<file path="src/rtl/instruction_sequencer.sv">
// rtl/instruction_sequencer.sv - fetch/decode/execute controller for the 4-bit CPU core
module instruction_sequencer #(
    parameter int          ADDR_W     = 8,
    parameter logic [3:0]  HLT_OPCODE = 4'hF
) (
    input  logic              clk,
    input  logic              reset,
    input  logic [ADDR_W-1:0] pc,
    input  logic [7:0]        mem_data,
    input  logic              mem_ready,
    input  logic              alu_zero,
    input  logic              alu_carry,
    output logic              mem_req,
    output logic [ADDR_W-1:0] mem_addr,
    output logic              pc_hold,
    output logic              jump_enable,
    output logic [ADDR_W-1:0] jump_addr,
    output logic              pc_inc_2,
    output logic [2:0]        alu_op,
    output logic [3:0]        alu_imm,
    output logic              reg_we,
    output logic              z_flag,
    output logic              c_flag,
    output logic              halted
);

    typedef enum logic [2:0] {
        S_FETCH,
        S_DECODE,
        S_OPERAND,
        S_EXECUTE,
        S_UPDATE,
        S_HALTED
    } state_t;

    state_t            state;
    logic [7:0]        ir;
    logic [ADDR_W-1:0] operand;

    logic [3:0] opcode;
    logic       is_alu;
    logic       is_flag_op;
    logic       is_jmp;
    logic       is_jz;
    logic       is_jc;
    logic       is_hlt;
    logic       jump_taken;

    assign opcode     = ir[7:4];
    assign is_alu     = (opcode != 4'h0) && !opcode[3];
    assign is_flag_op = is_alu && (opcode != 4'h1);
    assign is_jmp     = (opcode == 4'h8);
    assign is_jz      = (opcode == 4'h9);
    assign is_jc      = (opcode == 4'hA);
    assign is_hlt     = (opcode == HLT_OPCODE);

    // Flags read here were already written by this instruction's EXECUTE cycle
    assign jump_taken = is_jmp || (is_jz && z_flag) || (is_jc && c_flag);

    always_ff @(posedge clk or posedge reset) begin
        if (reset) begin
            state   <= S_FETCH;
            ir      <= 8'h00;
            operand <= '0;
            z_flag  <= 1'b0;
            c_flag  <= 1'b0;
        end else begin
            case (state)
                S_FETCH: begin
                    if (mem_ready) begin
                        ir    <= mem_data;
                        state <= S_DECODE;
                    end
                end
                S_DECODE: begin
                    if (is_hlt)
                        state <= S_HALTED;
                    else if (is_jmp || is_jz || is_jc)
                        state <= S_OPERAND;
                    else
                        state <= S_EXECUTE;
                end
                S_OPERAND: begin
                    if (mem_ready) begin
                        operand <= mem_data[ADDR_W-1:0];
                        state   <= S_EXECUTE;
                    end
                end
                S_EXECUTE: begin
                    if (is_flag_op) begin
                        z_flag <= alu_zero;
                        c_flag <= alu_carry;
                    end
                    state <= S_UPDATE;
                end
                S_UPDATE:  state <= S_FETCH;
                S_HALTED:  state <= S_HALTED;
                default:   state <= S_FETCH;
            endcase
        end
    end

    assign mem_req     = (state == S_FETCH) || (state == S_OPERAND);
    assign mem_addr    = (state == S_OPERAND) ? pc + ADDR_W'(1) : pc;
    assign pc_hold     = (state != S_UPDATE);
    assign jump_enable = (state == S_UPDATE) && jump_taken;
    assign jump_addr   = operand;
    assign pc_inc_2    = (state == S_UPDATE) && !jump_taken && (is_jz || is_jc);
    assign reg_we      = (state == S_EXECUTE) && is_alu;
    assign alu_op      = reg_we ? ir[6:4] : 3'd0;
    assign alu_imm     = ir[3:0];
    assign halted      = (state == S_HALTED);

endmodule

</file>
<file path="config.mk">
export PLATFORM = sky130hd
export DESIGN_NAME = instruction_sequencer
export DESIGN_NICKNAME = d
export VERILOG_FILES = /design/src/rtl/instruction_sequencer.sv
export SDC_FILE = /design/constraint.sdc
export NUM_CORES = 1
export LEC_CHECK = 0
export ABC_CLOCK_PERIOD_IN_PS = 1680
export BUFFER_PORTS_ARGS = -buffer_cell sky130_fd_sc_hd__buf_2
export CAP_MARGIN = 20
export CORE_MARGIN = 5
export CORE_UTILIZATION = 41
export CTS_CLUSTER_SIZE = 28
export DETAILED_ROUTE_END_ITERATION = 10
export PLACE_DENSITY_LB_ADDON = 0.05
export SLEW_MARGIN = 20
export SYNTH_ARGS = -nofsm -noshare
export SYNTH_HDL_FRONTEND = slang
export SYNTH_SLANG_ARGS = --single-unit
</file>
<file path="constraint.sdc">
create_clock -name clk -period 1.68 [get_ports clk]
set_input_delay 0.336 -clock clk [delete_from_list [all_inputs] [get_ports clk]]
set_output_delay 0.336 -clock clk [all_outputs]
set_load 0.02 [all_outputs]
</file>
==> results.toml <==
[yosys]
synthesis.nets = 121
syn_inst = 99
synth_edf_count = 0
synth_top_family_by_area = "multiplexers"
synthFlopType = "dfrtp_1"
synth.cell_area_um2 = 1150
synth_top_area_share_pct = 45.5
synthTopCellsByArea = "dfrtp_1, mux2_2, xnor2_1"
ys_types = 34
synth_seq_cells = 21
yosysWarnings = 0
yosys.area_share.simple_pct = 17.3
synth_fa_ha_area_share_pct = 1.08
synth_compound_area_share_pct = 5.09
yosysSeqAreaShare_pct = 45.5
synth_top_cell_by_area = "dfrtp_1"
synth-async-reset-ratio_pct = 100
synth_mux_area_share_pct = 19.4
synth_area_per_cell_um2 = 11.7
synth-xor-area-share_pct = 5.31

[floorplanning]
die_w_um = 63.1
core_um2 = 2730
fp.dieArea_um2 = 3980
die_h_um = 63.1
start_util_pct = 42.2
std_cell_rows = 19
io_pins = 52

[grt]
grt.busiest_layer = "met2"
grt_max_degree = 22
grt_remaining_overflow = 0
grt_pass1_wl_mm = 4.58
gr-usage-all-layers_pct = 14.2
use_met3_pct = 2.66
met1_usage_pct = 14.8
grtUsageMet2_pct = 27.3
grt_antenna_before_repair = 0
grt_pass1_vias = 1044

[placement]
dp_slack_ns = -0.0306
numPortBuffers = 51
postPlaceCellArea_um2 = 1540
place.gp.congestion = 0.717
hpwl_mm = 1.96

[layout]
drive_above_1_share_pct = 69.9
final_area_um2 = 1820
fin_nets = 189
num_antenna_cells = 0
fin_util_pct = 66.7
n_fill_cell = 236
layout_commonest_cell = "buf_2"
mostFrequentLayoutCells = "buf_2, dfrtp_1, buf_6, buf_4, mux2_2"
syn_to_final_growth_pct = 57.9

[clocking]
cts.sinks = 21
htree_levels = 1
numCtsBuffers = 3
clk_latency_ns = 0.30
clkTransAtPathRegs_ns = 0.11
cts_tree = "yes"
holdBufCountCts = 0
cts_root_buffer = "clkbuf_4"
clock_path_buffers = 2

[outcome]
outcome = "complete, but fails checks"
failed_checks = "setup timing"

[detailed_routing]
wl_per_cell_um = 14.6
wl_mm = 2.88
dr.first_iter.drc_count = 26
antenna_left = 0
dr.pass1.iters = 2
drc_errors = 0
viasPerCell = 5.09
vias = 1002

[worst_setup_path]
crit_path_top_delay_cell = "dfrtp_1"
worst_ep_arrival_time_ns = 1.72
max_stage_delay_ns = 0.42
critPathMaxFanout = 8
cp.required_ns = 1.34
critPathLaunchType = "register"
cp_cell_sequence = "buf_6, nor3b_4, buf_6, nand4_1, xnor2_2, buf_4"
crit_top_cell = "buf_6"
crit_type = "register to output port"
crit_path_end_kind = "output port"

[timing]
min_period_ns = 2.06
whs_ns = 0.0425
setup_viol = 15
finalCritPeriodShare_pct = 122
finalClockSkew_ns = 0.00373
hold_viol = 0
worst_pin_slew_ns = 0.416
finalWorstSetupSlack_ns = -0.376
max_freq_ghz = 0.486
rsz0062_at_grt = "yes"
slew-limit-headroom_pct = 71.6
finalMaxSlewViolations = 0

[flow_run]
maxCapViolations = 0

[power]
ir_worst_vdd_mv = 1.20
p_leak_nw = 0.932
power_density_nw_per_um2 = 1710

[worst_hold_path]
min_path_type = "primary input to async pin"
[flip-flops by register name, summed over array words and instances (netlist names)]
| name | flops |
|---|---|
| jump_addr | 8 |
| ir | 8 |
| c_flag | 1 |
| z_flag | 1 |
| state | 3 |
[worst max-delay path, delay by kind of cell, from the launching register on]
family	cells	cell delay, ns
xor gates and xnor gates	1	0.20
DFF	1	0.42
and+or+nand+nor	2	0.35
buffers and inverters	3	0.45
[through the flow]
step | TNS [ns] | instances | power, mW
final | -4.01 | 197 | 3.11
after detailed placement | -0.0559 | 184 | 2.47
after global placement | -0.00600 | 184 | 2.44
after floorplan | -0.300 | 99 | 2.02
after CTS | -3.45 | 194 | 2.93
after global routing | -5.71 | 197 | 3.30
[synth_stat cells (2+ instances only)]
cell type,n
buf_4,5
nand2_1,6
and3_1,3
inv_1,4
mux2_2,19
nor2_1,4
a21oi_1,2
xnor2_1,6
dfrtp_1,21
nand4_1,3
and2_1,3
[power by group]
part	total, mW	internal, mW	switching [mW]
combinational	1.94	1.00	0.943
clock	0.236	0.0925	0.143
sequential	0.928	0.759	0.169
total	3.11	1.85	1.26
[routing by layer]
| layer | vias to the layer above | wire length [µm] |
|---|---|---|
| met5 | - | 0 |
| met2 | 31 | 1600 |
| li1 | 476 | - |
| met4 | 0 | 51 |
| met1 | 489 | 1050 |
| met3 | 6 | 181 |
[area by class of cell]
type,count,area (µm²),share of cell area [%]
Tap cell,31,38.8,2.13
Multi-Input combinational cell,66,698,38.3
Sequential cell,21,526,28.8
Clock buffer,4,26.3,1.44
Inverter,4,15.0,0.824
Timing Repair Buffer,71,519,28.5
[final timing paths]
| path | from | end | slack, ns | cells after the start |
|---|---|---|---|---|
| max | state[0] | mem_addr[7] | -0.38 | 6 |
| max in group asynchronous | reset | state[0] | 1.43 | 3 |
| min in group clk | alu_zero | z_flag | 0.26 | 2 |
| min reg2reg | jump_addr[1] | jump_addr[1] | 0.52 | 1 |
| max reg2reg | state[2] | c_flag | 0.01 | 6 |
| min | reset | ir[3] | 0.04 | 3 |
[logic make-up (layout without fill, tap and decap cells)]
logic type / count (synthesis) / after routing
AOI/OAI and AO/OA: 8 / 8
xor gates and xnor gates: 7 / 7
adders and majority gates: 1 / 1
buffers and inverters: 12 / 79
DFF: 21 / 21
muxes: 20 / 20
and+or+nand+nor: 30 / 30
[what timing repair did]
action                     in CTS  in global routing
buffers inserted                6                  6
resized for setup              39                 20
pin swaps                       9                  3
setup endpoints to repair      14                 31
Power figures use the tool's default switching activity.
